**config.mk**
```make
export PLATFORM = sky130hd
export DESIGN_NAME = hazard_stall_unit
export DESIGN_NICKNAME = d
export VERILOG_FILES = /design/src/rtl/hazard_stall_unit.sv
export SDC_FILE = /design/constraint.sdc
export NUM_CORES = 1
export LEC_CHECK = 0
export ABC_AREA = 1
export CAP_MARGIN = 20
export CORE_AREA = 2 2 86 88
export DETAILED_ROUTE_END_ITERATION = 10
export DIE_AREA = 0 0 88 90
export GPL_TIMING_DRIVEN = 0
export MAX_ROUTING_LAYER = met4
export PLACE_DENSITY = 0.9
export SLEW_MARGIN = 30
export SYNTH_ARGS = -nofsm -noshare
export SYNTH_HDL_FRONTEND = slang
export SYNTH_SLANG_ARGS = --single-unit
```
**constraint.sdc**
```tcl
create_clock -name clk -period 1.91 [get_ports clk]
set_input_delay 0.382 -clock clk [delete_from_list [all_inputs] [get_ports clk]]
set_output_delay 0.382 -clock clk [all_outputs]
set_load 0.01 [all_outputs]
```
**src/rtl/hazard_stall_unit.sv**
```systemverilog
// Pipeline hazard controller for the LC-3b 5-stage pipeline: load-use bubbles,
// memory-wait global stalls, taken-branch flushes and saturating perf counters.
//
// state    | meaning
// ---------+---------------------------------------------------------
// RUN      | pipeline advancing (or stall first seen this cycle)
// MEM_WAIT | a memory stall was seen on the previous edge, still waiting
module hazard_stall_unit #(
    parameter int CNT_W = 16
) (
    input  logic             clk,
    input  logic             reset_n,
    input  logic             ex_is_load,
    input  logic             ex_regfile_write,
    input  logic [2:0]       ex_dest,
    input  logic [2:0]       id_sr1,
    input  logic [2:0]       id_sr2,
    input  logic [2:0]       id_dest,
    input  logic             id_uses_sr1,
    input  logic             id_uses_sr2,
    input  logic             id_is_store,
    input  logic             imem_req,
    input  logic             imem_resp,
    input  logic             dmem_req,
    input  logic             dmem_resp,
    input  logic             mem_branch_taken,
    input  logic             perf_clr,
    output logic             pc_load,
    output logic             if_id_load,
    output logic             id_ex_load,
    output logic             ex_mem_load,
    output logic             mem_wb_load,
    output logic             id_ex_bubble,
    output logic             flush_if_id,
    output logic             flush_id_ex,
    output logic             flush_ex_mem,
    output logic [CNT_W-1:0] stall_cycles,
    output logic [CNT_W-1:0] lu_bubbles,
    output logic [CNT_W-1:0] flush_count
);

    typedef enum logic [0:0] {
        RUN      = 1'b0,
        MEM_WAIT = 1'b1
    } state_t;

    state_t           state_q, state_d;
    logic             imem_done_q, imem_done_d;
    logic             dmem_done_q, dmem_done_d;
    logic             out_of_reset_q, out_of_reset_d;
    logic [CNT_W-1:0] stall_cycles_q, stall_cycles_d;
    logic [CNT_W-1:0] lu_bubbles_q, lu_bubbles_d;
    logic [CNT_W-1:0] flush_count_q, flush_count_d;

    logic imem_pending;
    logic dmem_pending;
    logic global_stall;
    logic lu;
    logic take_flush;

    always_comb begin
        imem_pending = imem_req & ~imem_resp & ~imem_done_q;
        dmem_pending = dmem_req & ~dmem_resp & ~dmem_done_q;
        global_stall = imem_pending | dmem_pending;

        lu = ex_is_load & ex_regfile_write &
             ((id_uses_sr1 & (id_sr1 == ex_dest)) |
              (id_uses_sr2 & (id_sr2 == ex_dest)) |
              (id_is_store & (id_dest == ex_dest)));
        take_flush = mem_branch_taken & ~global_stall;
    end

    // Control outputs: everything held low until the first edge after reset.
    always_comb begin
        pc_load      = 1'b0;
        if_id_load   = 1'b0;
        id_ex_load   = 1'b0;
        ex_mem_load  = 1'b0;
        mem_wb_load  = 1'b0;
        id_ex_bubble = 1'b0;
        flush_if_id  = 1'b0;
        flush_id_ex  = 1'b0;
        flush_ex_mem = 1'b0;
        if (out_of_reset_q && !global_stall) begin
            pc_load     = 1'b1;
            if_id_load  = 1'b1;
            id_ex_load  = 1'b1;
            ex_mem_load = 1'b1;
            mem_wb_load = 1'b1;
            if (take_flush) begin
                flush_if_id  = 1'b1;
                flush_id_ex  = 1'b1;
                flush_ex_mem = 1'b1;
            end else if (lu) begin
                pc_load      = 1'b0;
                if_id_load   = 1'b0;
                id_ex_bubble = 1'b1;
            end
        end
    end

    // A response only needs remembering while the other side keeps us stalled.
    always_comb begin
        state_d        = state_q;
        out_of_reset_d = 1'b1;
        imem_done_d    = global_stall & (imem_done_q | imem_resp);
        dmem_done_d    = global_stall & (dmem_done_q | dmem_resp);
        case (state_q)
            RUN:      if (global_stall)  state_d = MEM_WAIT;
            MEM_WAIT: if (!global_stall) state_d = RUN;
            default:                     state_d = RUN;
        endcase
    end

    always_comb begin
        stall_cycles_d = stall_cycles_q;
        lu_bubbles_d   = lu_bubbles_q;
        flush_count_d  = flush_count_q;
        if (perf_clr) begin
            stall_cycles_d = '0;
            lu_bubbles_d   = '0;
            flush_count_d  = '0;
        end else begin
            if (global_stall && (stall_cycles_q != '1)) stall_cycles_d = stall_cycles_q + 1'b1;
            if (id_ex_bubble && (lu_bubbles_q != '1))   lu_bubbles_d   = lu_bubbles_q + 1'b1;
            if (flush_if_id && (flush_count_q != '1))   flush_count_d  = flush_count_q + 1'b1;
        end
    end

    always_ff @(posedge clk or negedge reset_n) begin
        if (!reset_n) begin
            state_q        <= RUN;
            imem_done_q    <= 1'b0;
            dmem_done_q    <= 1'b0;
            out_of_reset_q <= 1'b0;
            stall_cycles_q <= '0;
            lu_bubbles_q   <= '0;
            flush_count_q  <= '0;
        end else begin
            state_q        <= state_d;
            imem_done_q    <= imem_done_d;
            dmem_done_q    <= dmem_done_d;
            out_of_reset_q <= out_of_reset_d;
            stall_cycles_q <= stall_cycles_d;
            lu_bubbles_q   <= lu_bubbles_d;
            flush_count_q  <= flush_count_d;
        end
    end

    assign stall_cycles = stall_cycles_q;
    assign lu_bubbles   = lu_bubbles_q;
    assign flush_count  = flush_count_q;

endmodule
```
# Word-level counts from Yosys, hierarchy flattened
# Index checks and enable logic that the tools add are counted.
# W data, S select, Z words.
[classes]
n_addsub = 3
n_mul = 0
div = 0
order_cmp = 0
n_eq_ne = 6
n_shift = 0
muxes = 15
bitwise_logic = 22
n_reduce_logical = 8
[ops]
columns = ["op", "count"]
rows = [
  ["$mux W16", 6],
  ["$add A16 B1 Y16 const B", 3],
  ["$ne A16 B16 Y1 const B", 3],
  ["$and A1 B1 Y1", 12],
  ["$eq A3 B3 Y1", 3],
  ["$mux W1", 9],
  ["$reduce_bool A2 Y1", 3],
  ["$not A1 Y1", 5],
  ["$or A1 B1 Y1", 5],
  ["$logic_and A1 B1 Y1", 4],
  ["$logic_not A1 Y1", 1],
]
[totals]
register_bits = 51
latchBits = 0
ramBits = 0
rom_bits = 0
inputBits = 25
output_inout_bits = 57
wordCells = 60
memories = 0

# Longest topological paths before layout
[depth]
depth_word = 11
ltp_mapped = 11

# Worst setup path after synthesis
# No wires, ideal clock.
[synth_timing]
kind = "reg-to-reg"
start = "register flush_count_q[0] (netlist: flush_count[0])"
end = "register flush_count_q[13] (netlist: flush_count[13])"
setup_time_ns = 0.118
arrival_ns = 1.524
t_required_ns = 1.792
slack_ns = 0.267
path_stages_with_launch = 10
period_less_slack_ns = 1.643
path_cell_list = "dfrtp_1 ha_1 nand3_2 nor3_4 nand3_2 nand2_4 nand2_4 buf_6 nand4_2 o21ai_2"
[synth_between]
elab_chain_len = 3
elab_cells_between_ends = 6
classes_between = "add/sub (1); eq/ne (1); mux (2); reduce/logical (2)"
[synth_rtl]
columns = ["item", "line_no", "rtl"]
rows = [
  ["start: declaration", "53", "logic [CNT_W-1:0] flush_count_q, flush_count_d;"],
  ["start signal: assignment", "146", "flush_count_q <= flush_count_d;"],
  ["$add A16 B1 Y16 / $ne A16 B16 Y1 (equally long branches)", "126", "if (flush_if_id && (flush_count_q != '1)) flush_count_d = flush_count_q + 1'b1;"],
  ["$mux W16 / $logic_and A1 B1 Y1 (equally long branches)", "126", ""],
  ["$mux W16 / $reduce_bool A2 Y1 (equally long branches)", "n/a", ""],
]
# Several ways; a longest one is shown, not always the timed one. The select of a mux whose other input is x is not followed.
# A chain may end at the register's enable or synchronous reset.

# Final worst setup path
[layout_timing]
start = "input id_is_store"
end = "output pc_load"
[layout_between]
elab_chain_len = 6
[layout_rtl]
columns = ["item", "line_no", "rtl"]
rows = [
  ["start: declaration", "21", "input logic id_is_store,"],
  ["$and A1 B1 Y1", "69", "(id_is_store & (id_dest == ex_dest)));"],
  ["$or A1 B1 Y1", "68", "(id_uses_sr2 & (id_sr2 == ex_dest)) |"],
  ["$and A1 B1 Y1", "66", "lu = ex_is_load & ex_regfile_write &"],
  ["$mux W1", "94", "end else if (lu) begin"],
  ["$mux W1", "90", "if (take_flush) begin"],
  ["$mux W1", "84", "if (out_of_reset_q && !global_stall) begin"],
  ["end: declaration", "28", "output logic pc_load,"],
]
# Every way passes these cells.

==> results.sh <==
export IMPL_status="finished, final reports clean"
export IMPL_fin_area_mm2=0.00454
export IMPL_drt_iter0_drc=169
export IMPL_finalHoldViolCount=0
export IMPL_yosysTopAreaCell="dfrtp_1"
export IMPL_port_buffers=80
export IMPL_drc=0
export IMPL_synth_cells=479
export IMPL_period_share=0.967
export IMPL_max_freq_mhz=541
export IMPL_worstPathRequired_ns=1.53
export IMPL_crit_path_max_incr_delay_ns=0.46
export IMPL_criticalPathCategory="in -> out"
export IMPL_critPathSlowestCell="clkdlybuf4s50_1"
export IMPL_powerDensity_mw_per_mm2=496
export IMPL_synth_seq_cells=51
export IMPL_grt_pass1_vias=3563
export IMPL_cp_end_kind="output pin"
export IMPL_ys_seq_area_frac=0.374
export IMPL_synthesis_nets=507
export IMPL_place_gp_congestion=0.925
export IMPL_p_leak_nw=2.02
export IMPL_whs_ns=0.403
export IMPL_ant_nets=0
export IMPL_yosys_area_share_simple=0.394
export IMPL_synth_xor_area_frac=0.0539
export IMPL_yosysWarnings=0
export IMPL_clk_latency_ns=0.30
export IMPL_grt_max_degree=51
export IMPL_area_delta_synth_final_pct=33.0
export IMPL_cts_max_level=2
export IMPL_cts_inserted_buffers=5
export IMPL_drv_slew=0
export IMPL_insertedDiodeCount=0
export IMPL_coreArea_mm2=0.00702
export IMPL_p_sw_w=0.000596
export IMPL_routed_wl_mm=9.00
export IMPL_syn_area_per_cell_um2=7.12
export IMPL_crit_buf_inv=3
export IMPL_synthMuxAreaShare=0
export IMPL_dieArea_mm2=0.00792
export IMPL_crit_arrival_ns=1.47
export IMPL_switching_share=0.265
export IMPL_synthTopCellsByArea="dfrtp_1 (37%), nand2_1 (14%), nor2_1 (7.4%)"
export IMPL_clk_pin_slew_ns=0.09
export IMPL_cp_common_cell="nand2_1"
export IMPL_pwr_share_comb=0.167
export IMPL_dr_pass1_iters=5
export IMPL_max_slew_worst_pin_slew_ns=0.518
export IMPL_power_internal_w=0.00165
export IMPL_critical_path_top_delay_family="buffers and inverters"
export IMPL_synth_top_family_by_area="simple AND/OR/NAND/NOR gates"
export IMPL_grt_pass1_wl_mm=15.2
export IMPL_layout_setup_ws_ns=0.0622
export IMPL_skew_ns=0.00348
export IMPL_dp_slack_ns=-0.663
export IMPL_hp_class="in -> async"
export IMPL_netlist_area_mm2=0.00341
export IMPL_worstPathMaxFanout=3
export IMPL_setup_viol=0
export IMPL_dp_hpwl_mm=6.63
export IMPL_placed_area_mm2=0.00436
export IMPL_cts_tree="built"
export IMPL_synth_top_area_frac=0.374
export IMPL_clockBufferDepth=2
export IMPL_crit_chain="clkdlybuf4s50_1 > nand2_1 > nor2_1 > nand2_1 > nand3_2 > a21oi_2 > buf_4 > buf_6"
export IMPL_vdd_ir_drop_worst_uv=450
export IMPL_async_flop_share=1.00
export IMPL_power_frac_seq=0.501
export IMPL_synth_compound_area_frac=0.0733
export IMPL_synthAdderAreaFrac=0.0110
export IMPL_gr_total_overflow=0
export IMPL_die_height_um=90
export IMPL_placement_rows=31
export IMPL_grtUsageTotal=0.238
export IMPL_fp_dieW_um=88
export IMPL_crit_path_start_kind="input port"
export IMPL_final_nets=604
export IMPL_wire_per_inst_um=13.3
export IMPL_cts_root_buffer="clkbuf_8"
export IMPL_start_util=0.486
export IMPL_ioPinCount=82
export IMPL_final_core_util=0.646
export IMPL_cts_sinks=51
export IMPL_drive_above_1_share=0.144
export IMPL_via_per_inst=5.22
export IMPL_power_frac_clock=0.332
export IMPL_synth_cell_type_count=33
export IMPL_relSlewSlack=0.654
export IMPL_synth_ff_type="dfrtp_1"
export IMPL_period_minus_slack_ns=1.85
export IMPL_maxCapViolations=0
export IMPL_synth_edf_count=0
export IMPL_route_vias_total=3526
export IMPL_antenna_found_initial=0
==> cell families after synthesis <==
family | after synthesis
other cells | 1
compound gates | 43
flops | 51
simple gates | 290
fa+ha+maj | 3
buf+inv | 70
xor+xnor | 21
==> layer usage <==
metal / part of all wire / vias to the layer above / global-route usage
li1: - / 1716 / -
met1: 0.42 / 1657 / 0.285
met2: 0.50 / 144 / 0.403
met3: 0.067 / 9 / 0.0376
met4: 0.0098 / 0 / 0.0808
met5: 0 / - / -
==> repair_timing <==
item / in CTS / in global routing
setup endpoints to repair: 9 / 28
gates resized for setup: 53 / 11
endpoints found under the hold margin: 1 / 0
buffers inserted: 7 / 2
hold buffers: 1 / 0
pin swaps: 17 / 5
gates cloned: 0 / 0
==> per-stage QoR <==
stage	TNS, ns	total power, W	instances
finish	0	0.00225	675
global placement	-59.69	0.00149	658
detailed placement	-6.58	0.00151	659
global route	-0.00423	0.00234	675
floorplan	0	0.00132	479
CTS	0	0.00226	674
==> final timing paths <==
path	from	to	slack (ns)	cells past startpoint
worst max-delay path	id_is_store	pc_load	0.06	8
worst min-delay path	reset_n	lu_bubbles[1]	0.40	2
worst max register to register	stall_cycles[1]	stall_cycles[14]	0.12	8
worst min register to register	dmem_done_q	dmem_done_q	0.56	2
max in group asynchronous	reset_n	flush_count[0]	1.07	3
min in group clk	perf_clr	lu_bubbles[11]	0.46	4
==> final cells by class <==
| class | instances | area [µm²] |
|---|---|---|
| repair buffers | 91 | 867 |
| multi-input cells | 358 | 1850 |
| plain buffers | 16 | 109 |
| flip-flops and latches | 51 | 1280 |
| well taps | 99 | 124 |
| inverters | 53 | 201 |
| clock inverters | 1 | 30.0 |
| clock buffers | 6 | 72.6 |
| fillers | 639 | 2480 |
==> power groups by stage <==
stage | Combinational [W] | Sequential, W | Clock, W
6_report | 0.000376 | 0.00113 | 0.000747
5_1_grt | 0.000413 | 0.00113 | 0.000802
4_1_cts | 0.000375 | 0.00112 | 0.000762
3_5_place_dp | 0.000367 | 0.00115 | 0
3_3_place_gp | 0.000348 | 0.00114 | 0
2_1_floorplan | 0.000177 | 0.00115 | 0
==> worst reg2reg max path: cells and delay by family, from the launching register on <==
kind / cells / cell delay [ns]
adder cells (fa/ha/maj): 1 / 0.24
AND/OR/NAND/NOR: 7 / 1.01
flip-flops: 1 / 0.42
==> cell usage after synthesis, types with 4 or more instances <==
cell type  instances
nor2_1            67
nor3_1            17
a21oi_1           13
nand3_2            8
clkbuf_1           4
buf_4              7
inv_1             45
xor2_1            18
o21ai_0           16
nand2_1          131
o31ai_1            4
nand3_1           40
inv_2              8
nand4_1            9
dfrtp_1           51
o21ai_2            4
nand2_2            6
==> cells in the final DEF (no fill, tap or decap), types with 6 or more instances in the layout <==
master	n
a21oi_1	12
buf_2	7
buf_4	15
buf_6	6
clkdlybuf4s50_1	53
dfrtp_1	48
dlygate4sd2_1	16
inv_1	42
inv_2	10
nand2_1	130
nand2_2	7
nand3_1	40
nand4_1	9
nor2_1	67
nor3_1	16
o21ai_0	16
xor2_1	18
==> registers in the layout, indices dropped and copies added (netlist names) <==
register        flops
out_of_reset_q      1
imem_done_q         1
dmem_done_q         1
flush_count        16
lu_bubbles         16
stall_cycles       16
Power figures use the tool's default switching activity.
